$ cat src/rtl/axis_lut_ram.sv
// Reloadable AXI-Stream lookup table: a write stream fills the RAM from address 0 and a read-address stream returns words with 1-cycle latency.
// Optional build macro: LUT_RANGE_CHECK_EN (out-of-range reads return 0 with m_axis_terr=1).
module axis_lut_ram #(
  parameter int ADDR_WIDTH  = 8,
  parameter int DATA_WIDTH  = 8,
  parameter int LAST_ENABLE = 1,
  parameter int USER_ENABLE = 1,
  parameter int USER_WIDTH  = 1
) (
  input  logic                  clk,
  input  logic                  rst,
  input  logic [DATA_WIDTH-1:0] s_axis_wr_tdata,
  input  logic                  s_axis_wr_tlast,
  input  logic                  s_axis_wr_tvalid,
  output logic                  s_axis_wr_tready,
  input  logic [ADDR_WIDTH-1:0] s_axis_tdata,
  input  logic                  s_axis_tlast,
  input  logic [USER_WIDTH-1:0] s_axis_tuser,
  input  logic                  s_axis_tvalid,
  output logic                  s_axis_tready,
  output logic [DATA_WIDTH-1:0] m_axis_tdata,
  output logic                  m_axis_tlast,
  output logic [USER_WIDTH-1:0] m_axis_tuser,
  output logic                  m_axis_terr,
  output logic                  m_axis_tvalid,
  input  logic                  m_axis_tready,
  output logic                  table_valid,
  output logic [ADDR_WIDTH:0]   table_depth,
  output logic                  overflow
);

  localparam int DEPTH = 1 << ADDR_WIDTH;
  localparam int EW    = DATA_WIDTH + USER_WIDTH + 2;
  localparam logic [ADDR_WIDTH:0]   FULL_DEPTH = {1'b1, {ADDR_WIDTH{1'b0}}};
  localparam logic [ADDR_WIDTH:0]   DEPTH_ONE  = (ADDR_WIDTH+1)'(1);
  localparam logic [ADDR_WIDTH-1:0] ADDR_ONE   = ADDR_WIDTH'(1);

  typedef enum logic [1:0] {EMPTY = 2'd0, LOAD = 2'd1, RUN = 2'd2} state_t;

  state_t                state_reg, state_next;
  logic [ADDR_WIDTH-1:0] wptr_reg, wptr_next, waddr;
  logic [ADDR_WIDTH:0]   depth_reg, depth_next, depth_base;
  logic                  overflow_reg, overflow_next;
  logic                  wr_fire, wr_end, write_grant;

  logic [DATA_WIDTH-1:0] mem [DEPTH];

  logic                  rd_valid_reg;
  logic [DATA_WIDTH-1:0] rd_data_reg;
  logic                  rd_last_reg;
  logic [USER_WIDTH-1:0] rd_user_reg;
  logic                  rd_err_reg;
  logic                  rd_fire, addr_oob, pipe_empty, pop, pop_buf, push;
  logic [2:0]            occ_after_pop;
  logic [1:0]            count_reg, count_next, count_after_pop;
  logic [EW-1:0]         skid0_reg, skid1_reg, inflight, head;

  // ---------------- load control ----------------
  assign pipe_empty       = ~rd_valid_reg & (count_reg == 2'd0);
  assign s_axis_wr_tready = (state_reg != RUN) | pipe_empty;
  assign wr_fire          = s_axis_wr_tvalid & s_axis_wr_tready;
  assign write_grant      = (state_reg == RUN) & s_axis_wr_tvalid & pipe_empty;

  always_comb begin
    state_next    = state_reg;
    wptr_next     = wptr_reg;
    depth_next    = depth_reg;
    overflow_next = overflow_reg;
    waddr         = wptr_reg;
    depth_base    = depth_reg;
    wr_end        = 1'b0;
    if (wr_fire) begin
      if (state_reg == LOAD) begin
        waddr         = wptr_reg;
        depth_base    = depth_reg;
        overflow_next = overflow_reg | ((wptr_reg == '0) & (depth_reg == FULL_DEPTH));
      end else begin
        // EMPTY or RUN: this beat opens a fresh load at address 0
        waddr         = '0;
        depth_base    = '0;
        overflow_next = 1'b0;
      end
      wptr_next  = waddr + ADDR_ONE;
      depth_next = (depth_base == FULL_DEPTH) ? FULL_DEPTH : depth_base + DEPTH_ONE;
      wr_end     = (LAST_ENABLE != 0) ? s_axis_wr_tlast : (waddr == '1);
      state_next = wr_end ? RUN : LOAD;
    end
  end

  always_ff @(posedge clk) begin
    if (rst) begin
      state_reg    <= EMPTY;
      wptr_reg     <= '0;
      depth_reg    <= '0;
      overflow_reg <= 1'b0;
    end else begin
      state_reg    <= state_next;
      wptr_reg     <= wptr_next;
      depth_reg    <= depth_next;
      overflow_reg <= overflow_next;
    end
  end

  assign table_valid = (state_reg == RUN);
  assign table_depth = depth_reg;
  assign overflow    = overflow_reg;

  // ---------------- read path ----------------
  // Occupancy counts the RAM-register beat plus buffered beats; never exceeds 2.
  assign occ_after_pop = {2'b00, rd_valid_reg} + {1'b0, count_reg} - {2'b00, pop};
  assign s_axis_tready = (state_reg == RUN) & (occ_after_pop < 3'd2) & ~write_grant;
  assign rd_fire       = s_axis_tvalid & s_axis_tready;

`ifdef LUT_RANGE_CHECK_EN
  assign addr_oob = ({1'b0, s_axis_tdata} >= depth_reg);
`else
  assign addr_oob = 1'b0;
`endif

  always_ff @(posedge clk) begin
    if (wr_fire) begin
      mem[waddr] <= s_axis_wr_tdata;
    end
    if (rd_fire) begin
      rd_data_reg <= mem[s_axis_tdata];
      rd_last_reg <= (LAST_ENABLE != 0) & s_axis_tlast;
      rd_user_reg <= (USER_ENABLE != 0) ? s_axis_tuser : '0;
      rd_err_reg  <= addr_oob;
    end
  end

  assign inflight = {rd_err_reg, rd_user_reg, rd_last_reg,
                     rd_err_reg ? DATA_WIDTH'(0) : rd_data_reg};

  // The RAM register drives the output directly when the skid buffer is empty,
  // which keeps the accept-to-valid latency at one cycle.
  assign head          = (count_reg != 2'd0) ? skid0_reg : inflight;
  assign m_axis_tvalid = rd_valid_reg | (count_reg != 2'd0);
  assign pop           = m_axis_tvalid & m_axis_tready;
  assign pop_buf       = pop & (count_reg != 2'd0);
  assign push          = rd_valid_reg & ~(pop & (count_reg == 2'd0));
  assign count_after_pop = count_reg - {1'b0, pop_buf};
  assign count_next      = count_after_pop + {1'b0, push};

  assign m_axis_tdata = m_axis_tvalid ? head[DATA_WIDTH-1:0] : '0;
  assign m_axis_tlast = m_axis_tvalid & head[DATA_WIDTH];
  assign m_axis_tuser = m_axis_tvalid ? head[DATA_WIDTH+1 +: USER_WIDTH] : '0;
  assign m_axis_terr  = m_axis_tvalid & head[EW-1];

  always_ff @(posedge clk) begin
    if (rst) begin
      rd_valid_reg <= 1'b0;
      count_reg    <= 2'd0;
    end else begin
      rd_valid_reg <= rd_fire;
      count_reg    <= count_next;
    end
  end

  always_ff @(posedge clk) begin
    if (pop_buf) begin
      skid0_reg <= skid1_reg;
    end
    if (push && count_after_pop == 2'd0) begin
      skid0_reg <= inflight;
    end
    if (push && count_after_pop == 2'd1) begin
      skid1_reg <= inflight;
    end
  end

endmodule

$ cat config.mk
export PLATFORM = sky130hd
export DESIGN_NAME = axis_lut_ram
export DESIGN_NICKNAME = d
export VERILOG_FILES = /design/src/rtl/axis_lut_ram.sv
export SDC_FILE = /design/constraint.sdc
export NUM_CORES = 2
export LEC_CHECK = 0
export BUFFER_PORTS_ARGS = -buffer_cell sky130_fd_sc_hd__buf_4
export CORE_MARGIN = 8
export CORE_UTILIZATION = 45
export DETAILED_ROUTE_END_ITERATION = 12
export GPL_ROUTABILITY_DRIVEN = 0
export SLEW_MARGIN = 20
export SYNTH_ARGS = -nofsm -noshare
export SYNTH_HDL_FRONTEND = slang
export SYNTH_SLANG_ARGS = --single-unit
export TNS_END_PERCENT = 5
$ cat constraint.sdc
create_clock -name clk -period 5.6 [get_ports clk]
set_input_delay 0.28 -clock clk [delete_from_list [all_inputs] [get_ports clk]]
set_output_delay 0.28 -clock clk [all_outputs]
set_load 0.02 [all_outputs]
==> flow_summary.ini <==
[pwr]
vdd.ir_drop.worst_uv = 270
combinationalPowerShare_pct = 5.6
power.share.sequential_pct = 53.4
netSwitchingPower_mw = 6.99
cell_internal_pwr_mw = 25.6
leakagePower_nw = 28.2
power_frac_clock_pct = 41.0
p_per_area_nw_per_um2 = 357
sw_frac_of_total_pct = 21.5

[die]
die-height_um = 442
start_util_pct = 45.2
die-area_sq_um = 195000
floorplan.core_area_sq_um = 181000
floorplan.io_pins = 49
fp-row-count = 156
die_x_um = 442

[synth]
synth.mux.area_fraction_pct = 14.4
post_synth.cell_area_avg_sq_um = 20.6
postSynthNetCount = 3987
synth-compound-area-share_pct = 3.77
synth-seq-area-share_pct = 77.0
post_synth_and_or_nand_nor_area_fraction_pct = 3.02
synth-edff-count = 2078
synthArstFlopShare_pct = 0
post_synth_fa_ha_maj_area_fraction_pct = 0.117
synthCells = 3956
yosysWarnings = 0
syn_area_sq_um = 81600
ys_dominant_reg_cell = sky130_fd_sc_hd__edfxtp_1
xor_xnor_fraction_of_synth_area_pct = 0.0322
combinational_family_with_the_most_area_after_synthesis = multiplexers
yosysUniqueCellTypes = 64
synth-seq-cells = 2101

[global_route]
overflow = 0
grt_pass1_vias = 40100
grt_start_max_net_pins = 206
grt_util_all_layers_pct = 20.1
grt_first_pass_wirelength_mm = 291
antenna_found_initial = 11

[setup_path]
worst-endpoint-required_ps = 6040
worstReg2RegEnd = mem[51][7]
setup.worst_path.class = flip-flop to flip-flop
worst_setup_path_start_kind = flip-flop
timing.critical_path.arrival_ps = 4610
worst-path-max-fanout = 13
cp-end-kind = flip-flop
r2r.worst_path.cells = 7
reg2reg_slack_ps = 1430
r2r_start = rd_valid_reg

[routing]
routedLengthMet1_mm = 85.9
detail-route-antenna-nets = 0
wl_met2_mm = 95.9
met3RoutedLength_mm = 14.3
drt-total-wl_mm = 201
detail_route.first_pass.iterations = 6
detail_route.vias_per_cell = 5.99
via_count = 39700
drtIter0Drc = 4809
routed.top_layer = met4
post-route-drc-count = 0
post_drt_wl_per_cell_um = 30.3

[clocking]
cts_root_buffer = sky130_fd_sc_hd__clkbuf_16
insertion_delay_ps = 830
cts_max_level = 4
post_cts_hold_buffer_count = 12
clock_sinks = 2101
tritoncts = yes
clk_transition_reported_paths_ps = 60
cts_resized = 0
tritoncts.num_buffers = 204
post-cts-setup-buffer-count = 0
clock_tree.buffer_depth = 3

[hold_path]
hold_path_end = mem[33][2]
hold_path.startpoint = s_axis_wr_tdata[2]
min_path_cells = 1
worstHoldPathType = primary input to flip-flop

[timing]
finalHoldViolations = 2
final.setup.tns_ps = 0
achievable-frequency_mhz = 240
clock-skew-final_ps = 31.1
period_needed_ps = 4170
timing.final.setup_violations = 0
final_max_slew_viol_count = 0
worst_slew_pin_slew_ps = 1180
layout_setup_ws_ps = 1430
layout_worst_path_cycle_share_pct = 74.5
slew_margin_rel_pct = 21.2
unrepaired_setup_endpoints_after_global_routing = false
timing.hold.ws_ps = -10.1

[outcome]
status = finished, violations left
failed_checks = negative hold slack

[place]
post_detailed_placement_half_perimeter_wirelength_mm = 119
buffer_ports.inserted = 47
place_ws_ps = 1430

[cells_and_area]
fillerInstances = 14200
largest_reg_flops = 2048
nNetsFinal = 4111
synthToLayoutAreaGrowth_pct = 11.8
drive_above_1_share_pct = 21.7

[run]
timing.max_cap.violations = 0
[power groups by stage]
stage,Clock (mW),Combinational (mW),Sequential (mW)
6_report,13.4,1.83,17.4
5_1_grt,14.2,1.94,17.4
4_1_cts,13.6,1.85,17.4
3_5_place_dp,0,1.84,17.7
3_3_place_gp,0,1.82,17.7
2_1_floorplan,0,1.03,17.7
[worst max-delay path by stage]
stage,from,endpoint,slack [ps],cells after the start
final,rd_valid_reg,mem[51][7],1430,7
after global routing,rd_valid_reg,mem[34][5],1160,7
after CTS,rd_valid_reg,mem[130][4],1430,7
after detailed placement,s_axis_tdata[0],rd_data_reg[1],1430,8
after global placement,s_axis_tdata[0],rd_data_reg[1],1410,8
after floorplan,count_reg[1],rd_data_reg[0],2570,9
[cell families after synthesis]
| group | count (synthesis) |
|---|---|
| fa+ha+maj | 7 |
| compound gates | 445 |
| mux | 596 |
| other cells | 1 |
| simple gates | 551 |
| xor+xnor | 3 |
| buf+inv | 252 |
| flops | 2101 |
[cell usage in the layout, fill, tap and decap left out, types with 13 or more instances in the layout]
cell | Yosys | routed
sky130_fd_sc_hd__buf_4 | 34 | 124
sky130_fd_sc_hd__nor2_1 | 302 | 298
sky130_fd_sc_hd__mux4_2 | 458 | 458
sky130_fd_sc_hd__a221oi_1 | 13 | 13
sky130_fd_sc_hd__a21oi_1 | 113 | 113
sky130_fd_sc_hd__edfxtp_1 | 2078 | 2078
sky130_fd_sc_hd__mux2i_1 | 121 | 121
sky130_fd_sc_hd__o221ai_1 | 34 | 34
sky130_fd_sc_hd__buf_12 | 2 | 16
sky130_fd_sc_hd__o21ai_0 | 18 | 18
sky130_fd_sc_hd__clkinv_1 | 0 | 51
sky130_fd_sc_hd__nand2_1 | 85 | 85
sky130_fd_sc_hd__o22ai_1 | 20 | 20
sky130_fd_sc_hd__clkbuf_16 | 0 | 211
sky130_fd_sc_hd__dfxtp_1 | 23 | 23
sky130_fd_sc_hd__clkbuf_1 | 96 | 56
sky130_fd_sc_hd__a211oi_1 | 17 | 17
sky130_fd_sc_hd__nor4_1 | 21 | 21
sky130_fd_sc_hd__nor3_1 | 13 | 13
sky130_fd_sc_hd__bufinv_16 | 0 | 15
sky130_fd_sc_hd__a22oi_1 | 179 | 179
sky130_fd_sc_hd__nand3_1 | 40 | 38
sky130_fd_sc_hd__mux2_2 | 17 | 17
sky130_fd_sc_hd__clkinv_2 | 0 | 33
sky130_fd_sc_hd__and3_1 | 13 | 13
[layer usage]
layer / track usage, % / up-vias
met5: 0 / -
met4: 5.24 / 0
li1: - / 16800
met2: 31.9 / 1468
met1: 29.0 / 21200
met3: 3.79 / 289
[through the flow]
step	utilization, %	instance area (sq um)	power [mW]	instances
6_report	50.6	91300	32.5	6628
5_1_grt	50.6	91300	33.5	6623
4_1_cts	50.5	91300	32.8	6622
3_5_place_dp	46.9	84700	19.5	6232
3_3_place_gp	46.9	84700	19.5	6232
2_1_floorplan	-	81600	18.7	3956
[Yosys cell counts, drive strengths merged (8+ instances only)]
library cell  number  share of area (%)
a211oi            17               0.16
a21oi            113               0.69
a221oi            13               0.14
a22o               9              0.097
a22oi            179                1.6
and2               8              0.061
and3              13               0.10
buf              147                1.2
clkbuf            97               0.45
dfxtp             23               0.56
edfxtp          2078                 76
inv                8              0.037
mux2              17               0.23
mux2i            121                1.5
mux4             458                 13
nand2             85               0.39
nand2b            13               0.10
nand3             40               0.25
nor2             302                1.4
nor2b             16               0.12
nor3              13              0.080
nor4              21               0.16
o21ai             19               0.12
o221ai            34               0.36
o22ai             20               0.15
or3                8              0.061
[layout make-up]
class	instances	area (sq um)	area share [%]
Antenna cell	6	15.0	0.0164
Clock buffer	269	5520	6.04
Clock inverter	109	917	1.00
Inverter	8	30.0	0.0329
Multi-Input combinational cell	1603	17500	19.1
Sequential cell	2101	62900	68.9
Tap cell	2370	2970	3.25
Timing Repair Buffer	162	1520	1.67
[worst max-delay path, stage by stage (launching register included)]
cell and delay, ps:
sky130_fd_sc_hd__dfxtp_1 600, sky130_fd_sc_hd__nor3_1 210, sky130_fd_sc_hd__o21ai_2 170, sky130_fd_sc_hd__nor2_1 180, sky130_fd_sc_hd__nor3_1 510, sky130_fd_sc_hd__nand3_1 910
sky130_fd_sc_hd__buf_4 550, sky130_fd_sc_hd__nor2_1 650
No activity file was read; power rests on OpenSTA's default activity.
